--- src/rtl/hamming_tx_scheduler.sv ---
// Round-robin, burst-limited arbiter feeding one shared SECDED(16,11) encoder.
// The output register holds each codeword on a valid/ready port and can carry one injected bit flip.
module hamming_tx_scheduler #(
    parameter int N_REQ     = 2,
    parameter int BURST_MAX = 4
) (
    input  logic                 clk,
    input  logic                 rst,
    input  logic [N_REQ-1:0]     req_valid,
    input  logic [11*N_REQ-1:0]  req_data,
    output logic [N_REQ-1:0]     req_ready,
    input  logic                 inj_en,
    input  logic [3:0]           inj_pos,
    output logic                 out_valid,
    input  logic                 out_ready,
    output logic [15:0]          out_code,
    output logic [1:0]           out_src,
    output logic                 out_inj,
    output logic [15:0]          sent_count
);

    typedef enum logic {IDLE, SEND} state_t;

    state_t      state_q, state_d;
    logic [1:0]  rr_ptr_q, rr_ptr_d;
    logic [1:0]  holder_q, holder_d;
    logic [3:0]  burst_cnt_q, burst_cnt_d;
    logic [15:0] out_code_q, out_code_d;
    logic [1:0]  out_src_q, out_src_d;
    logic        out_inj_q, out_inj_d;
    logic [15:0] sent_count_q, sent_count_d;

    logic        holder_ok, end_burst, grant_found;
    logic [1:0]  eff_ptr, grant, idx;
    logic [10:0] sel_data;
    logic [15:0] code;

    function automatic logic [15:0] secded_encode(input logic [10:0] d);
        logic [15:0] c;
        c       = '0;
        c[3]    = d[0];
        c[5]    = d[1];
        c[6]    = d[2];
        c[7]    = d[3];
        c[15:9] = d[10:4];
        c[1]    = d[0] ^ d[1] ^ d[3] ^ d[4] ^ d[6] ^ d[8] ^ d[10];
        c[2]    = d[0] ^ d[2] ^ d[3] ^ d[5] ^ d[6] ^ d[9] ^ d[10];
        c[4]    = d[1] ^ d[2] ^ d[3] ^ d[7] ^ d[8] ^ d[9] ^ d[10];
        c[8]    = d[4] ^ d[5] ^ d[6] ^ d[7] ^ d[8] ^ d[9] ^ d[10];
        c[0]    = ^c[15:1];
        return c;
    endfunction

    function automatic logic bit_at(input logic [N_REQ-1:0] v, input logic [1:0] i);
        logic r;
        r = 1'b0;
        for (int k = 0; k < N_REQ; k++) begin
            if (i == 2'(k)) r = v[k];
        end
        return r;
    endfunction

    function automatic logic [1:0] wrap_inc(input logic [1:0] i);
        logic [2:0] s;
        s = {1'b0, i} + 3'd1;
        return (s >= 3'(N_REQ)) ? 2'd0 : s[1:0];
    endfunction

    always_comb begin
        // burst_cnt of zero means no burst is in progress
        holder_ok = (burst_cnt_q != 4'd0) && (burst_cnt_q < 4'(BURST_MAX))
                    && bit_at(req_valid, holder_q);
        end_burst = (state_q == IDLE) && (burst_cnt_q != 4'd0) && !holder_ok;
        eff_ptr   = end_burst ? wrap_inc(holder_q) : rr_ptr_q;

        grant       = '0;
        grant_found = 1'b0;
        idx         = eff_ptr;
        for (int k = 0; k < N_REQ; k++) begin
            if (!grant_found && bit_at(req_valid, idx)) begin
                grant       = idx;
                grant_found = 1'b1;
            end
            idx = wrap_inc(idx);
        end
        if (holder_ok) begin
            grant       = holder_q;
            grant_found = 1'b1;
        end

        sel_data = '0;
        for (int k = 0; k < N_REQ; k++) begin
            if (grant == 2'(k)) sel_data = req_data[11*k +: 11];
        end
        code = secded_encode(sel_data) ^ ({15'd0, inj_en} << inj_pos);
    end

    always_comb begin
        state_d      = state_q;
        rr_ptr_d     = rr_ptr_q;
        holder_d     = holder_q;
        burst_cnt_d  = burst_cnt_q;
        out_code_d   = out_code_q;
        out_src_d    = out_src_q;
        out_inj_d    = out_inj_q;
        sent_count_d = sent_count_q;
        req_ready    = '0;

        case (state_q)
            IDLE: begin
                if (end_burst) begin
                    rr_ptr_d    = wrap_inc(holder_q);
                    burst_cnt_d = 4'd0;
                end
                for (int k = 0; k < N_REQ; k++) begin
                    req_ready[k] = grant_found && (grant == 2'(k));
                end
                if (grant_found) begin
                    out_code_d = code;
                    out_src_d  = grant;
                    out_inj_d  = inj_en;
                    state_d    = SEND;
                    if (holder_ok) begin
                        burst_cnt_d = burst_cnt_q + 4'd1;
                    end else begin
                        holder_d    = grant;
                        burst_cnt_d = 4'd1;
                    end
                end
            end
            SEND: begin
                if (out_ready) begin
                    sent_count_d = sent_count_q + 16'd1;
                    state_d      = IDLE;
                end
            end
            default: state_d = IDLE;
        endcase
    end

    always_ff @(posedge clk) begin
        if (rst) begin
            state_q      <= IDLE;
            rr_ptr_q     <= '0;
            holder_q     <= '0;
            burst_cnt_q  <= '0;
            out_code_q   <= '0;
            out_src_q    <= '0;
            out_inj_q    <= 1'b0;
            sent_count_q <= '0;
        end else begin
            state_q      <= state_d;
            rr_ptr_q     <= rr_ptr_d;
            holder_q     <= holder_d;
            burst_cnt_q  <= burst_cnt_d;
            out_code_q   <= out_code_d;
            out_src_q    <= out_src_d;
            out_inj_q    <= out_inj_d;
            sent_count_q <= sent_count_d;
        end
    end

    assign out_valid  = (state_q == SEND);
    assign out_code   = out_code_q;
    assign out_src    = out_src_q;
    assign out_inj    = out_inj_q;
    assign sent_count = sent_count_q;

endmodule

--- config.mk ---
export PLATFORM = sky130hd
export DESIGN_NAME = hamming_tx_scheduler
export DESIGN_NICKNAME = d
export VERILOG_FILES = /design/src/rtl/hamming_tx_scheduler.sv
export SDC_FILE = /design/constraint.sdc
export NUM_CORES = 1
export LEC_CHECK = 0
export BUFFER_PORTS_ARGS = -buffer_cell sky130_fd_sc_hd__buf_4
export CAP_MARGIN = 25
export CORE_UTILIZATION = 45
export DETAILED_ROUTE_END_ITERATION = 8
export GPL_ROUTABILITY_DRIVEN = 0
export HOLD_SLACK_MARGIN = 0.03
export PLACE_DENSITY = 0.69
export SLEW_MARGIN = 20
export SYNTH_ARGS = -nofsm -noshare
export SYNTH_HDL_FRONTEND = slang
export SYNTH_SLANG_ARGS = --single-unit
--- constraint.sdc ---
create_clock -name clk -period 5.15 [get_ports clk]
set_clock_uncertainty 0.1 [all_clocks]
set_input_delay 0.2575 -clock clk [delete_from_list [all_inputs] [get_ports clk]]
set_output_delay 0.2575 -clock clk [all_outputs]
set_load 0.01 [all_outputs]
Word-level counts from Yosys, hierarchy flattened
Cells that the tools add are included.
- bits in registers: 44
- output and inout bits: 38
- logic and storage cells: 91
- input bits: 32
- add/subtract/negate cells: 4
- shift-type cells: 1
- magnitude comparators: 3
- bitwise logic cells: 27
- muxes and demuxes: 24
- equal/unequal tests: 4
- reductions and logical operators: 20
- operator list (operator ; count):
    1-bit bitwise XOR ; 24
    11-bit two-way mux ; 2
    16-bit by 1-bit adder with 16-bit output (second input constant) ; 1
    1-bit by 4-bit left shift with 16-bit output ; 1
    16-bit bitwise XOR ; 1
    15-bit XOR reduction ; 1
    2-bit two-way mux ; 7
    4-bit two-way mux ; 3
    1-bit two-way mux ; 11
    2-bit by 1-bit equality test with 1-bit output (second input constant) ; 4
    2-bit logical NOT ; 4
    1-bit logical AND ; 7
    2-bit by 1-bit adder with 3-bit output (second input constant) ; 2
    3-bit by 2-bit greater-or-equal comparator with 1-bit output (second input constant) ; 2
    2-bit AND reduction ; 3
    4-bit by 1-bit adder with 4-bit output (second input constant) ; 1
    4-bit by 3-bit < comparator with 1-bit output (second input constant) ; 1
    4-bit nonzero test ; 1
    3-bit AND reduction ; 1
    1-bit logical NOT ; 2
    1-bit NOT ; 2
    1-bit one-hot mux with 2 select lines ; 1
    2-bit nonzero test ; 1

Logic depth before layout (Yosys ltp)
- word-level depth: 27
- gate-level depth with buffers: 19
- gate-level depth less buffers: 16

Worst setup path after synthesis
Ideal clock, no wire load.
- path kind: reg-to-reg
- start: reg burst_cnt_q[0]
- end: reg out_code_q[4] (netlist: out_code[4])
- path slack: 1.138 ns
- stages on the path, launching flop included: 19
- period minus slack after synthesis: 4.012 ns
- library setup time: 0.086 ns
- arrival: 3.826 ns
- path through: dfxtp_1 -> inv_1 -> ha_1 -> nor3b_2 -> a211o_1 -> a21oi_1 -> inv_1 -> ha_1 -> nand2_1 -> o21ai_0 -> mux2_1 -> o41a_1 -> or2_1 -> buf_6 -> buf_6 -> mux2i_1 -> nor2_1 -> xnor3_1 -> a211oi_1
- cells in the longest elaborated chain, start to end: 25
- elaborated cells on any way between the ends: 39
- ends and longest elaborated chain (item ; line ; source):
    start, declared ; 27 ; logic [3:0] burst_cnt_q, burst_cnt_d;
    start signal, assigned ; 155 ; burst_cnt_q <= burst_cnt_d;
    4-bit by 3-bit < comparator with 1-bit output / 4-bit nonzero test (equally long branches) ; 71, 73 ;
    1-bit logical AND ; 71 ; holder_ok = (burst_cnt_q != 4'd0) && (burst_cnt_q < 4'(BURST_MAX))
    1-bit logical AND ; 72 ; && bit_at(req_valid, holder_q);
    1-bit logical NOT ; 73 ; end_burst = (state_q == IDLE) && (burst_cnt_q != 4'd0) && !holder_ok;
    1-bit logical AND (*) ; 73 ;
    2-bit two-way mux (*) ; - ;
    via eff_ptr[0] ; 34 ; logic [1:0] eff_ptr, grant, idx;
    2-bit by 1-bit adder with 3-bit output ; 65 ; s = {1'b0, i} + 3'd1;
    [3 not listed] ; - ;
    1-bit two-way mux (2 in a row) ; 58 ; if (i == 2'(k)) r = v[k];
    1-bit logical AND ; 80 ; if (!grant_found && bit_at(req_valid, idx)) begin
    2-bit two-way mux ; 80 ;
    2-bit two-way mux ; 86 ; if (holder_ok) begin
    2-bit logical NOT ; 93 ; if (grant == 2'(k)) sel_data = req_data[11*k +: 11];
    11-bit two-way mux (2 in a row) ; 93 ;
    1-bit bitwise XOR (6 in a row) ; 48 ; c[4] = d[1] ^ d[2] ^ d[3] ^ d[7] ^ d[8] ^ d[9] ^ d[10];
    16-bit bitwise XOR ; 95 ; code = secded_encode(sel_data) ^ ({15'd0, inj_en} << inj_pos);
    end signal, assigned ; 156 ; out_code_q <= out_code_d;
    end, declared ; 28 ; logic [15:0] out_code_q, out_code_d;
Mark *: on every way through the listed nets, which the timed path passes. The rest lies on a longest branch.
A chain may end at the register's enable or synchronous reset.

Final worst setup path
- start: reg burst_cnt_q[0]
- end: out req_ready[0]
- cells in the longest elaborated chain, start to end: 18
- elaborated cells on any way between the ends: 30
- ends and longest elaborated chain (item ; line ; source):
    4-bit by 3-bit < comparator with 1-bit output / 4-bit nonzero test (equally long branches) ; 71, 73 ;
    1-bit logical AND ; 71 ;
    1-bit logical AND ; 72 ;
    1-bit logical NOT ; 73 ;
    1-bit logical AND (*) ; 73 ;
    2-bit two-way mux (*) ; - ;
    via eff_ptr[0] ; 34 ;
    2-bit by 1-bit adder with 3-bit output ; 65 ;
    [2 not listed] ; - ;
    2-bit logical NOT ; 58 ;
    1-bit two-way mux (2 in a row) ; 58 ;
    1-bit logical AND ; 80 ;
    2-bit two-way mux ; 80 ;
    2-bit two-way mux ; 86 ;
    2-bit logical NOT ; 116 ; req_ready[k] = grant_found && (grant == 2'(k));
    1-bit logical AND (*) ; 116 ;
    2-bit two-way mux (*) ; 109 ; case (state_q)
    end, declared ; 11 ; output logic [N_REQ-1:0] req_ready,
Marks and branches as above.

==> flow_metrics.py <==
metrics = {
    "drt": {
        "wl_um": 6780,
        "wl_per_cell_um": 14.1,
        "antenna_left": 0,
        "vias_per_cell": 5.30,
        "first_pass_iters": 4,
        "vias": 2557,
        "drt_iter0_markers": 76,
        "remaining_drc_errors": 0,
    },
    "clock_network": {
        "h-tree-depth": 2,
        "postCtsHoldBufs": 0,
        "cts.sinks": 44,
        "cts_tree": "done",
        "root_buffer": "clkbuf_8",
        "clock_path_buffers": 2,
        "cts.clk_slew.worst_paths_ns": 0.08,
        "cts_resized": 0,
        "clkLatencyLatePin_ns": 0.29,
        "post_cts_buffers": 0,
        "cts_buffers": 5,
    },
    "power": {
        "power_density_nw_per_um2": 382,
        "p_sw_frac": 0.367,
        "power_frac_seq": 0.315,
        "finalPower_w": 0.00136,
        "p_int_w": 0.000861,
        "power_leakage_nw": 1.46,
        "switchingPower_w": 0.000499,
        "p_comb_frac": 0.487,
        "vdd_ir_drop_max_mv": 0.191,
        "p_clk_frac": 0.199,
    },
    "floorplanning": {
        "die_height_um": 82.3,
        "initial_core_util": 0.479,
        "die_w_um": 82.3,
        "rows": 28,
        "die-area_um2": 6780,
        "coreArea_um2": 6060,
        "ioPinCount": 70,
    },
    "logic_synthesis": {
        "syn_area_um2": 2900,
        "synth-xor-area-share": 0.206,
        "yosysMostFrequentCell": "nor2_1",
        "yosys_warnings": 0,
        "avgSynthCellArea_um2": 8.37,
        "synth_enable_flop_cells": 0,
        "synth.top_cell.area_share": 0.303,
        "synth-compound-area-share": 0.130,
        "synthMuxAreaShare": 0.0763,
        "synth_top_family_by_area": "simple AND/OR/NAND/NOR gates",
        "syn_inst": 347,
        "synth_area_leaders": "dfxtp_1, xnor2_1, nor2_1",
        "yosys_most_used_dff": "dfxtp_1",
        "synth_cell_types": 48,
        "ys_async_sr_fraction": 0,
        "yosys-top-cells-count": "nor2_1, dfxtp_1, xnor2_1",
        "synthAdderAreaFrac": 0.0215,
        "synth_seq_cells": 44,
        "syn_nets": 384,
        "yosysSeqAreaShare": 0.303,
        "synth-simple-area-share": 0.224,
        "synth_top_cell_by_area": "dfxtp_1",
    },
    "timing": {
        "timing_hold_violations_final": 0,
        "rsz0062_at_grt": "false",
        "fin_crit_sh": 0.908,
        "worst_pin_slew_ns": 0.999,
        "hold_ws_ns": 0.141,
        "setup_tns_ns": 0,
        "max_freq_mhz": 214,
        "final_max_slew_viol_count": 0,
        "fin_crit_ns": 4.68,
        "setup_ws_ns": 0.472,
        "setup_viol": 0,
        "relSlewSlack": 0.334,
    },
    "placement": {
        "pre_cts_ws_ns": 0.499,
        "hpwlAfterDp_um": 5190,
        "io_buffer_count": 69,
    },
    "global_route": {
        "grt_pass1_wl_um": 11100,
        "grt_overflow": 0,
        "grt_start_max_net_pins": 45,
        "antenna_found_initial": 0,
        "grt_pass1_vias": 2374,
        "grt_use_total": 0.215,
    },
    "outcome": {
        "status": "finished, final reports clean",
    },
    "setup_path": {
        "cp_max_fo": 21,
        "cpMaxStageDelayCell": "or2_1",
        "critPathRequiredTime_ns": 4.79,
        "cp_cell_sequence": "inv_1, ha_1, nor3b_2, a211o_1, a21oi_1, inv_1, ha_1, nand2_1, o21ai_0, mux2_1, o41a_1, or2_1, nor3_1, buf_4",
        "worst_setup_path_end_kind": "output pin",
        "critical_path_arrival_ns": 4.32,
        "start_kind": "flop",
        "worstSetupPathType": "flop to output pin",
        "cp_slowest_stage_delay_ns": 0.62,
    },
    "flow_run": {
        "max_cap_viol_count": 0,
    },
    "layout": {
        "final_layout_size_suffix_gt1_frac": 0.216,
        "area_growth_pct": 22.5,
        "n_antenna_cell": 0,
        "fill_cells": 598,
        "fin_nets": 443,
    },
    "worst_hold_path": {
        "hold_class": "input port to flop",
    },
}
## logic make-up (layout without fill, tap and decap cells)
logic type,after synthesis,in the layout
muxes,21,21
xor gates and xnor gates,65,65
buffers and inverters,24,84
and+or+nand+nor,135,135
AOI/OAI and AO/OA,53,53
DFF,44,44
adders and majority gates,5,5
## metal layers
layer  wire length (um)  global-route usage
met5                  0                   0
met4                140              0.0860
met3                276              0.0396
met2               3140               0.346
met1               3220               0.281
## cells in the final DEF (no fill, tap or decap), types with 8 or more instances in the layout
| cell | count |
|---|---|
| a211oi_1 | 18 |
| a21oi_1 | 9 |
| buf_4 | 72 |
| dfxtp_1 | 44 |
| mux2i_1 | 18 |
| nand2_1 | 18 |
| nand3_1 | 10 |
| nor2_1 | 62 |
| nor3_1 | 10 |
| o21ai_0 | 8 |
| xnor2_1 | 41 |
| xor2_1 | 22 |
## per-stage QoR
step / instance area (um2) / std cells / util
after CTS: 3560 / 482 / 0.587
after global routing: 3560 / 482 / 0.587
after floorplan: 2900 / 347 / -
after detailed placement: 3440 / 474 / 0.568
final: 3560 / 482 / 0.587
after global placement: 3440 / 474 / 0.568
## final cells by class
class | instances | area (um2) | area share
clock inverters | 3 | 46.3 | 0.0130
well taps | 75 | 93.8 | 0.0264
inverters | 4 | 15.0 | 0.00422
repair buffers | 72 | 541 | 0.152
clock buffers | 5 | 68.8 | 0.0193
flip-flops and latches | 44 | 881 | 0.248
multi-input cells | 279 | 1910 | 0.538
## sequential cells by signal, summed over array words and instances (netlist names)
register     count
out_valid        1
holder_q         2
out_code        16
rr_ptr_q         2
out_inj          1
sent_count      16
burst_cnt_q      4
out_src          2
## worst max-delay path, delay by kind of cell (launching register included)
family,cells,cell delay (ns)
buf+inv,3,0.34
flops,1,0.36
compound gates,4,1.16
fa+ha+maj,2,0.47
mux,1,0.34
simple gates,4,1.37
## power by group through the flow
stage / Sequential (W) / Clock [W] / Combinational [W]
finish: 0.000428 / 0.000270 / 0.000662
floorplan: 0.000452 / 0 / 0.000464
detailed placement: 0.000436 / 0 / 0.000661
global route: 0.000436 / 0.000292 / 0.000721
CTS: 0.000428 / 0.000280 / 0.000664
global placement: 0.000436 / 0 / 0.000648
## path summary, 6_finish.rpt
path	startpoint	to	slack, ns	depth (start not counted)
hold / removal	inj_en	out_inj$_SDFFE_PP0P_	0.14	3
hold reg to reg	out_src[1]$_SDFFE_PP0P_	out_src[1]$_SDFFE_PP0P_	0.36	2
setup / recovery	burst_cnt_q[0]$_SDFFE_PP0P_	req_ready[0]	0.47	14
setup reg to reg	burst_cnt_q[0]$_SDFFE_PP0P_	out_code[0]$_SDFFE_PP0P_	0.49	16
(Power assumes the default switching activity.)
